### src/rtl/exe_pkg.sv
// Shared encodings and width constants for the execute stage.
package exe_pkg;

    localparam int unsigned CMD_W      = 4;
    localparam int unsigned FLAG_W     = 4;
    localparam int unsigned SHIFT_OP_W = 12;
    localparam int unsigned SIMM_W     = 24;

    // Bit positions inside status_out = {N, Z, C, V}
    localparam int unsigned FLAG_N = 3;
    localparam int unsigned FLAG_Z = 2;
    localparam int unsigned FLAG_C = 1;
    localparam int unsigned FLAG_V = 0;

    typedef enum logic [CMD_W-1:0] {
        CmdMov = 4'b0001,
        CmdAdd = 4'b0010,
        CmdAdc = 4'b0011,
        CmdSub = 4'b0100,
        CmdSbc = 4'b0101,
        CmdAnd = 4'b0110,
        CmdOrr = 4'b0111,
        CmdEor = 4'b1000,
        CmdMvn = 4'b1001
    } exe_cmd_e;

    typedef enum logic [1:0] {
        ShLsl = 2'b00,
        ShLsr = 2'b01,
        ShAsr = 2'b10,
        ShRor = 2'b11
    } shift_e;

    typedef enum logic [1:0] {
        FwdReg    = 2'b00,
        FwdMem    = 2'b01,
        FwdWb     = 2'b10,
        FwdRegAlt = 2'b11
    } fwd_sel_e;

endpackage

### src/rtl/val2_generator.sv
// Second ALU operand: raw offset for memory ops, rotated imm8, or shifted Rm.
module val2_generator
    import exe_pkg::*;
#(
    parameter int unsigned DATA_W = 32
) (
    input  logic                  mem_access_i,
    input  logic                  immediate_i,
    input  logic [DATA_W-1:0]     rm_i,
    input  logic [SHIFT_OP_W-1:0] shift_operand_i,
    output logic [DATA_W-1:0]     val2_o
);

    logic [4:0]          rot_amt;
    logic [4:0]          shift_imm;
    logic [DATA_W-1:0]   imm8_ext;
    logic [2*DATA_W-1:0] imm_rot;
    logic [2*DATA_W-1:0] rm_rot;
    logic [DATA_W-1:0]   rm_asr;

    assign rot_amt   = {shift_operand_i[11:8], 1'b0};
    assign shift_imm = shift_operand_i[11:7];
    assign imm8_ext  = DATA_W'(shift_operand_i[7:0]);

    // Rotate right by shifting a doubled copy and keeping the low half
    assign imm_rot = {imm8_ext, imm8_ext} >> rot_amt;
    assign rm_rot  = {rm_i, rm_i} >> shift_imm;
    assign rm_asr  = $signed(rm_i) >>> shift_imm;

    always_comb begin
        val2_o = '0;
        if (mem_access_i) begin
            val2_o = DATA_W'(shift_operand_i);
        end else if (immediate_i) begin
            val2_o = imm_rot[DATA_W-1:0];
        end else begin
            unique case (shift_e'(shift_operand_i[6:5]))
                ShLsl: val2_o = rm_i << shift_imm;
                ShLsr: val2_o = rm_i >> shift_imm;
                ShAsr: val2_o = rm_asr;
                ShRor: val2_o = rm_rot[DATA_W-1:0];
                default: val2_o = '0;
            endcase
        end
    end

endmodule

### src/rtl/exe_stage_unit.sv
// Execute stage: ALU, status register, branch target and EX/MEM register.
// Optional operand forwarding is enabled by defining EXE_FORWARDING_EN.
module exe_stage_unit
    import exe_pkg::*;
#(
    parameter int unsigned DATA_W     = 32,
    parameter int unsigned REG_ADDR_W = 4
) (
    input  logic                  clk,
    input  logic                  rst,
    input  logic                  freeze,
`ifdef EXE_FORWARDING_EN
    input  logic [1:0]            sel_src1,
    input  logic [1:0]            sel_src2,
    input  logic [DATA_W-1:0]     mem_fwd_value,
    input  logic [DATA_W-1:0]     wb_fwd_value,
`endif
    input  logic [DATA_W-1:0]     PC_in,
    input  logic                  mem_read_en_in,
    input  logic                  mem_write_en_in,
    input  logic                  wb_enable_in,
    input  logic                  immediate_in,
    input  logic                  branch_taken_in,
    input  logic                  status_write_enable_in,
    input  logic [CMD_W-1:0]      execute_command_in,
    input  logic [DATA_W-1:0]     reg_file_in1,
    input  logic [DATA_W-1:0]     reg_file_in2,
    input  logic [REG_ADDR_W-1:0] dest_reg_in,
    input  logic [SIMM_W-1:0]     signed_immediate_in,
    input  logic [SHIFT_OP_W-1:0] shift_operand_in,
    output logic                  branch_taken_out,
    output logic [DATA_W-1:0]     branch_address_out,
    output logic [FLAG_W-1:0]     status_out,
    output logic [DATA_W-1:0]     alu_result_out,
    output logic [DATA_W-1:0]     st_value_out,
    output logic [REG_ADDR_W-1:0] dest_reg_out,
    output logic                  mem_read_en_out,
    output logic                  mem_write_en_out,
    output logic                  wb_enable_out
);

    logic [DATA_W-1:0]       src1, src2, val2, result, op_b, simm_ext;
    logic [DATA_W:0]         sum;
    logic                    cin, arith, known;
    logic [FLAG_W-1:0]       flags_d, status_q;
    logic [DATA_W-1:0]       result_q, st_value_q;
    logic [REG_ADDR_W-1:0]   dest_q;
    logic                    mem_read_q, mem_write_q, wb_q;

`ifdef EXE_FORWARDING_EN
    always_comb begin
        unique case (fwd_sel_e'(sel_src1))
            FwdMem:  src1 = mem_fwd_value;
            FwdWb:   src1 = wb_fwd_value;
            default: src1 = reg_file_in1;
        endcase
        unique case (fwd_sel_e'(sel_src2))
            FwdMem:  src2 = mem_fwd_value;
            FwdWb:   src2 = wb_fwd_value;
            default: src2 = reg_file_in2;
        endcase
    end
`else
    assign src1 = reg_file_in1;
    assign src2 = reg_file_in2;
`endif

    val2_generator #(
        .DATA_W (DATA_W)
    ) u_val2 (
        .mem_access_i    (mem_read_en_in | mem_write_en_in),
        .immediate_i     (immediate_in),
        .rm_i            (src2),
        .shift_operand_i (shift_operand_in),
        .val2_o          (val2)
    );

    // Subtraction is a + ~b + cin, so C comes out as not-borrow directly
    always_comb begin
        result = '0;
        op_b   = val2;
        cin    = 1'b0;
        arith  = 1'b0;
        known  = 1'b1;
        case (exe_cmd_e'(execute_command_in))
            CmdMov: result = val2;
            CmdMvn: result = ~val2;
            CmdAnd: result = src1 & val2;
            CmdOrr: result = src1 | val2;
            CmdEor: result = src1 ^ val2;
            CmdAdd: arith = 1'b1;
            CmdAdc: begin arith = 1'b1; cin = status_q[FLAG_C]; end
            CmdSub: begin arith = 1'b1; op_b = ~val2; cin = 1'b1; end
            CmdSbc: begin arith = 1'b1; op_b = ~val2; cin = status_q[FLAG_C]; end
            default: known = 1'b0;
        endcase
        sum = {1'b0, src1} + {1'b0, op_b} + (DATA_W+1)'(cin);
        if (arith) begin
            result = sum[DATA_W-1:0];
        end

        flags_d = status_q;
        if (known) begin
            flags_d[FLAG_N] = result[DATA_W-1];
            flags_d[FLAG_Z] = (result == '0);
        end
        if (arith) begin
            flags_d[FLAG_C] = sum[DATA_W];
            flags_d[FLAG_V] = (src1[DATA_W-1] == op_b[DATA_W-1]) &&
                              (result[DATA_W-1] != src1[DATA_W-1]);
        end
    end

    assign simm_ext           = DATA_W'($signed(signed_immediate_in));
    assign branch_address_out = PC_in + (simm_ext << 2);
    assign branch_taken_out   = branch_taken_in;

    always_ff @(posedge clk) begin
        if (rst) begin
            status_q    <= '0;
            result_q    <= '0;
            st_value_q  <= '0;
            dest_q      <= '0;
            mem_read_q  <= 1'b0;
            mem_write_q <= 1'b0;
            wb_q        <= 1'b0;
        end else if (!freeze) begin
            if (status_write_enable_in) begin
                status_q <= flags_d;
            end
            result_q    <= result;
            st_value_q  <= src2;
            dest_q      <= dest_reg_in;
            // A taken branch squashes its own side effects in later stages
            mem_read_q  <= mem_read_en_in & ~branch_taken_in;
            mem_write_q <= mem_write_en_in & ~branch_taken_in;
            wb_q        <= wb_enable_in & ~branch_taken_in;
        end
    end

    assign status_out       = status_q;
    assign alu_result_out   = result_q;
    assign st_value_out     = st_value_q;
    assign dest_reg_out     = dest_q;
    assign mem_read_en_out  = mem_read_q;
    assign mem_write_en_out = mem_write_q;
    assign wb_enable_out    = wb_q;

endmodule

### config.mk
export PLATFORM = sky130hd
export DESIGN_NAME = exe_stage_unit
export DESIGN_NICKNAME = d
export VERILOG_FILES = /design/src/rtl/exe_pkg.sv /design/src/rtl/val2_generator.sv /design/src/rtl/exe_stage_unit.sv
export SDC_FILE = /design/constraint.sdc
export NUM_CORES = 1
export LEC_CHECK = 0
export CORE_MARGIN = 5
export CORE_UTILIZATION = 50
export DETAILED_ROUTE_END_ITERATION = 6
export PLACE_DENSITY_LB_ADDON = 0.12
export SLEW_MARGIN = 20
export SYNTH_ARGS = -nofsm -noshare
export SYNTH_HDL_FRONTEND = slang
export SYNTH_SLANG_ARGS = --single-unit
### constraint.sdc
create_clock -name clk -period 20.1 [get_ports clk]
set_clock_uncertainty 0.1 [all_clocks]
set_input_delay 5.025 -clock clk [delete_from_list [all_inputs] [get_ports clk]]
set_output_delay 5.025 -clock clk [all_outputs]
set_load 0.05 [all_outputs]
==> out/metrics.cfg, run 1 <==
[run_status]
status = complete, but fails checks
violations = DRC

[worst_hold_path]
hold-path-cell-count = 2
worst_hold_path.endpoint = status_out[2]$_SDFFE_PP0P_
hp-class = flip-flop to flip-flop
holdCritStartpoint = status_out[2]$_SDFFE_PP0P_

[timing]
rsz0062_at_grt = no
finalWorstSetupSlack_ns = 5.89
finalSetupViolations = 0
final.setup.tns_ns = 0
fin_crit_sh = 0.707
worst_slew_pin_slew_ns = 1.06
maxSlewViolCount = 0
max-slew-margin-rel = 0.273
max_freq_mhz = 70.4
min_period_ns = 14.21
hold_viol = 0

[die]
die_area_um2 = 32800
coreArea_um2 = 28800
boundaryPins = 257
die_h_um = 181
die-width_um = 181
initial_utilization = 0.509
placement_rows = 62

[setup_path]
cp_num_buf_inv = 2
path_class = primary input to output port
r2r_cells = 17
start_kind = primary input
arrival_ns = 9.08
crit_chain = clkdlybuf4s50_1 -> ha_1 -> a21o_1 -> a21oi_1 -> o21bai_1 -> a21boi_0 -> o31ai_1 -> a31oi_1 -> o211ai_1 -> a41oi_1 -> a211oi_1 -> o21a_1 -> nor2_1 -> xnor2_1 -> clkdlybuf4s50_1
cp-end-kind = output port
crit_top_cell = clkdlybuf4s50_1
rr_startpoint = status_out[1]$_SDFFE_PP0P_
critPathMaxStageDelay_ns = 0.81
r2r_slack_ns = 14.52
critPathMaxFanout = 4
timing.rr.end = status_out[2]$_SDFFE_PP0P_
critical_path_required_ns = 14.98
path_delay_family = compound AO/OA/AOI/OAI gates
cpMaxStageDelayCell = clkdlybuf4s50_1

[cts]
postCtsSetupBuffers = 0
clockBufferDepth = 2
cts_tree = done
cts_max_level = 3
cts_buffers = 9
clock-root-buffer = clkbuf_16
cts_num_sinks = 75
cts.clk_slew.worst_paths_ns = 0.06
cts.hold.buffers_added = 0
worstSkewPairLatency_ns = 0.36
cts_resized = 0

[synth]
synthesis.instances = 1951
synth.area.top_cells = ha_1 11%, dfxtp_1 10%, mux2i_1 8.3%, mux4_2 8.0%, nor2_1 5.6%
syn_nets = 2227
synth_top_area_frac = 0.106
async_reset_ff_frac = 0
yosysTopAreaCell = ha_1
yosysMostFrequentCell = nor2_1
synth-edff-count = 0
ys_ff_latch = 75
synthFlopType = dfxtp_1
ys_types = 95
avgSynthCellArea_um2 = 7.50
ys_warn_count = 0
ys_top_cells_by_count = 218 x nor2_1, 165 x nand2_1, 133 x a21oi_1
syn-cell-area_um2 = 14600
ys_seq_area_frac = 0.103

[pwr]
clockPowerShare = 0.190
swShare = 0.494
power_leakage_nw = 7.32
power_switching_w = 0.000459
intPower_w = 0.000471
seqPwrFrac = 0.177
finalPower_w = 0.000930
p_per_area_nw_per_um2 = 53.1
comb_power_share = 0.633
ir_worst_vdd_v = 0.0000750

[layout]
fin_nets = 2372
drive_gt1_frac = 0.0938
fillerInstances = 2442
syn_to_final_growth_pct = 19.6
finalInstanceArea_um2 = 17500
stdcell_count = 2485
diodes = 0

[placement]
hpwlAfterDp_um = 52000
io_buffers = 252
numPlacedInstances = 2469
post-place-ws_ns = 5.96
placed_area_um2 = 17200
gp_congestion = 1.06

[global_route]
grt_pass1_wl_um = 103000
grt_max_degree = 71
grt_use_total = 0.399
gr-total-overflow = 0
antenna_found_initial = 1
first_global_vias = 16300

[flow_run]
maxCapViolCount = 0

[route]
drtAntennaViolNets = 0
drt_wl_total_um = 68800
viasPerCell = 6.94
drt_iter0_markers = 2383
dr_total_vias = 17200
drt-wirelength-per-cell_um = 27.7
dr.pass1.iters = 7
drc = 7

-- worst min-delay path: stages (launching register included) --
cell and delay (ns):
dfxtp_1 0.33, nand3_1 0.06, o21ai_1 0.05
-- flip-flops by register name, indices dropped and copies added, names as in the netlist --
signal	count
mem_read_en_out	1
mem_write_en_out	1
dest_reg_out	4
st_value_out	32
alu_result_out	32
status_out	4
wb_enable_out	1
-- cell usage in the layout, fill, tap and decap left out, types with 43 or more instances in the layout --
master           netlist  layout
a21oi_1              133     133
dfxtp_1               75      75
nor2_1               218     216
nor3_1                48      47
nand2_1              165     165
o21ai_0               99      99
xnor2_1               61      61
clkdlybuf4s50_1        0     244
a21o_1                43      43
inv_1                 97      97
ha_1                 124     124
mux4_2                52      52
mux2i_1              121     121
-- power by group through the flow --
stage / logic, W / registers (W) / clock network (W)
2_1_floorplan: 0.000341 / 0.000200 / 0
3_3_place_gp: 0.000561 / 0.000166 / 0
3_5_place_dp: 0.000567 / 0.000167 / 0
4_1_cts: 0.000571 / 0.000164 / 0.000177
5_1_grt: 0.000617 / 0.000165 / 0.000184
6_report: 0.000589 / 0.000164 / 0.000177
-- cell families after synthesis --
group / after synthesis / synth area share
adder cells (fa/ha/maj): 127 / 0.110
buffers and inverters: 253 / 0.0733
XOR/XNOR: 96 / 0.0574
AO/OA/AOI/OAI: 586 / 0.273
AND/OR/NAND/NOR: 603 / 0.190
multiplexers: 211 / 0.194
flip-flops: 75 / 0.103
-- worst max path at each step --
stage                     startpoint                endpoint  slack, ns  cells after the start
after floorplan             PC_in[2]  branch_address_out[28]       6.92                     15
after global placement      PC_in[2]  branch_address_out[30]       6.00                     17
after detailed placement    PC_in[3]  branch_address_out[31]       5.96                     15
after CTS                   PC_in[3]  branch_address_out[31]       5.94                     15
after global routing        PC_in[2]  branch_address_out[24]       5.44                     17
final                       PC_in[3]  branch_address_out[31]       5.89                     15
-- through the flow --
stage / utilization / hold WS (ns)
after CTS: 0.609 / 0.388
after global placement: 0.597 / 0.349
after global routing: 0.609 / 0.412
after floorplan: - / 0.579
final: 0.609 / 0.384
after detailed placement: 0.598 / 0.354
-- per-layer routing --
metal  GRT usage  share of wire  vias to the layer above
li1            -              -                     7514
met1       0.536           0.39                     8156
met2       0.588           0.41                     1306
met3       0.115           0.13                      261
met4       0.189          0.062                        0
met5           0              0                        -
-- cell type report --
type | instances | area (um^2) | share of cell area
Multi-Input combinational cell | 1623 | 12100 | 0.690
Timing Repair Buffer | 286 | 2740 | 0.157
Sequential cell | 75 | 1500 | 0.0857
Tap cell | 384 | 480 | 0.0274
Inverter | 101 | 379 | 0.0216
Clock buffer | 9 | 225 | 0.0129
Clock inverter | 7 | 92.6 | 0.00529
No activity file was read; power rests on OpenSTA's default activity.
==> inputs of run 2 (changes only) <==
==> constraint.sdc (replaced) <==
create_clock -name clk -period 14.35 [get_ports clk]
set_clock_uncertainty 0.1 [all_clocks]
set_input_delay 3.5875 -clock clk [delete_from_list [all_inputs] [get_ports clk]]
set_output_delay 3.5875 -clock clk [all_outputs]
set_load 0.05 [all_outputs]
==> run 2 against run 1 <==
The flow still finishes with violations (DRC). Die area is the same. Critical path depth is the same. Total power grew 39%. Routed wire length shrank 2.9%. Final cell count is essentially flat. Critical endpoint unchanged.
==> out/metrics.cfg, run 2 (synthesis results as in run 1) <==
[timing]
hold_viol = 0  ; unchanged
min_period_ns = 11.40
max-slew-margin-rel = 0.211  ; -0.0625
maxSlewViolCount = 0  ; unchanged
final.setup.tns_ns = 0  ; unchanged
finalSetupViolations = 0  ; unchanged
fin_crit_sh = 0.794
max_freq_mhz = 87.8
rsz0062_at_grt = no
worst_slew_pin_slew_ns = 1.17  ; +0.114 ns

[route]
drt_iter0_markers = 2586  ; +8.5%
dr.pass1.iters = 7  ; unchanged
dr_total_vias = 17100  ; -0.83%
drt-wirelength-per-cell_um = 26.9  ; -3.0%
viasPerCell = 6.87  ; -0.91%
drc = 2  ; -5
drt_wl_total_um = 66800  ; -2.9%
drtAntennaViolNets = 0  ; unchanged

[die]
die_h_um = 181  ; unchanged
initial_utilization = 0.509  ; unchanged
boundaryPins = 257  ; unchanged
placement_rows = 62  ; unchanged
coreArea_um2 = 28800  ; unchanged
die_area_um2 = 32800  ; unchanged
die-width_um = 181  ; unchanged

[layout]
layout_commonest_cell = clkdlybuf4s50_1
multi_input_area_um2 = 12100  ; about the same
diodes = 0  ; unchanged
ff_latch_area_um2 = 1500  ; unchanged
fillerInstances = 2603  ; +6.6%
fin_nets = 2374  ; +0.084%
syn_to_final_growth_pct = 19.7  ; about the same
final_cell_mix = 244 x clkdlybuf4s50_1, 216 x nor2_1, 165 x nand2_1, 133 x a21oi_1, 124 x ha_1
finalInstanceArea_um2 = 17500  ; about the same
stdcell_count = 2487  ; +0.080%
finalCoreUtilization = 0.609  ; about the same
drive_gt1_frac = 0.0937  ; about the same

[run_status]
status = complete, but fails checks
violations = DRC

[setup_path]
critPathMaxFanout = 4  ; unchanged
crit_top_cell = clkdlybuf4s50_1
critical_path_required_ns = 10.66  ; -4.32 ns
critPathMaxStageDelay_ns = 0.82  ; about the same
cpMaxStageDelayCell = clkdlybuf4s50_1
cp-end-kind = output port
start_kind = primary input
path_class = primary input to output port
crit_chain = clkdlybuf4s50_1 -> ha_1 -> a21o_1 -> a21oi_1 -> o21bai_1 -> a21boi_0 -> o31ai_1 -> a31oi_1 -> o211ai_1 -> a41oi_1 -> a211oi_1 -> o21a_1 -> nor2_1 -> xnor2_1 -> clkdlybuf4s50_1
arrival_ns = 7.71  ; -1.37 ns

[global_route]
gr-total-overflow = 0  ; unchanged
antenna_found_initial = 2  ; +1
grt_use_total = 0.385  ; -0.0134
grt_max_degree = 71  ; unchanged
first_global_vias = 16200  ; -0.81%
grt_pass1_wl_um = 100000  ; -3.1%

[worst_hold_path]
hp-class = flip-flop to flip-flop

[placement]
placed_area_um2 = 17200  ; about the same
io_buffers = 252  ; unchanged
gp_congestion = 1.12  ; +6.2%
numPlacedInstances = 2471  ; +0.081%
hpwlAfterDp_um = 50600  ; -2.6%

[pwr]
power_leakage_nw = 7.33  ; +0.12%
finalPower_w = 0.00130  ; +39%
p_per_area_nw_per_um2 = 74.0  ; +39%
ir_worst_vdd_v = 0.0000964  ; +28%

[cts]
worstSkewPairLatency_ns = 0.34  ; -0.02 ns
cts_resized = 0  ; unchanged
cts_num_sinks = 75  ; unchanged
clock-root-buffer = clkbuf_16
cts_max_level = 3  ; unchanged
cts_tree = done
clockBufferDepth = 2  ; unchanged
cts.hold.buffers_added = 0  ; unchanged
cts_buffers = 9  ; unchanged
postCtsSetupBuffers = 0  ; unchanged
cts.clk_slew.worst_paths_ns = 0.07  ; about the same

[flow_run]
maxCapViolCount = 0  ; unchanged

run 2: layout make-up:
class,count,area share
Tap cell,384,0.0274
Clock inverter,7,0.00543
Clock buffer,9,0.0129
Inverter,101,0.0216
Timing Repair Buffer,288,0.157
Sequential cell,75,0.0857
Multi-Input combinational cell,1623,0.690
run 2: per-stage QoR:
| stage | setup WS, ns | hold slack (ns) |
|---|---|---|
| floorplan | 4.04 | 0.579 |
| global placement | 3.14 | 0.350 |
| detailed placement | 3.02 | 0.356 |
| CTS | 3.01 | 0.372 |
| global route | 2.72 | 0.390 |
| finish | 2.95 | 0.367 |
run 2: final timing paths:
kind | cells past startpoint | slack (ns) | start | endpoint
worst max-delay path | 15 | 2.95 | PC_in[3] | branch_address_out[31]
worst min-delay path | 2 | 0.37 | alu_result_out[30]$_SDFFE_PP0N_ | alu_result_out[30]$_SDFFE_PP0N_
worst max register to register | 17 | 9.12 | status_out[1]$_SDFFE_PP0P_ | status_out[2]$_SDFFE_PP0P_
worst min register to register | 2 | 0.37 | alu_result_out[30]$_SDFFE_PP0N_ | alu_result_out[30]$_SDFFE_PP0N_
run 2: metal layers:
metal,wire length (um),part of all wire,GRT usage,up-vias
met4,4180,0.063,0.198,0
li1,-,-,-,7513
met5,0,0,0,-
met1,26000,0.39,0.512,7980
met2,26800,0.40,0.550,1339
met3,9800,0.15,0.135,262
run 2: critical path, delay by kind of cell:
| family | cells | cell delay [ns] |
|---|---|---|
| XOR/XNOR | 1 | 0.13 |
| AO/OA/AOI/OAI | 10 | 2.42 |
| AND/OR/NAND/NOR | 1 | 0.05 |
| adder cells (fa/ha/maj) | 1 | 0.28 |
| buffers and inverters | 2 | 1.25 |
run 2: where the power goes:
group / switching, W / total [W] / internal [W]
logic: 0.000523 / 0.000822 / 0.000298
registers: 0.00000764 / 0.000229 / 0.000222
clock network: 0.000105 / 0.000245 / 0.000140
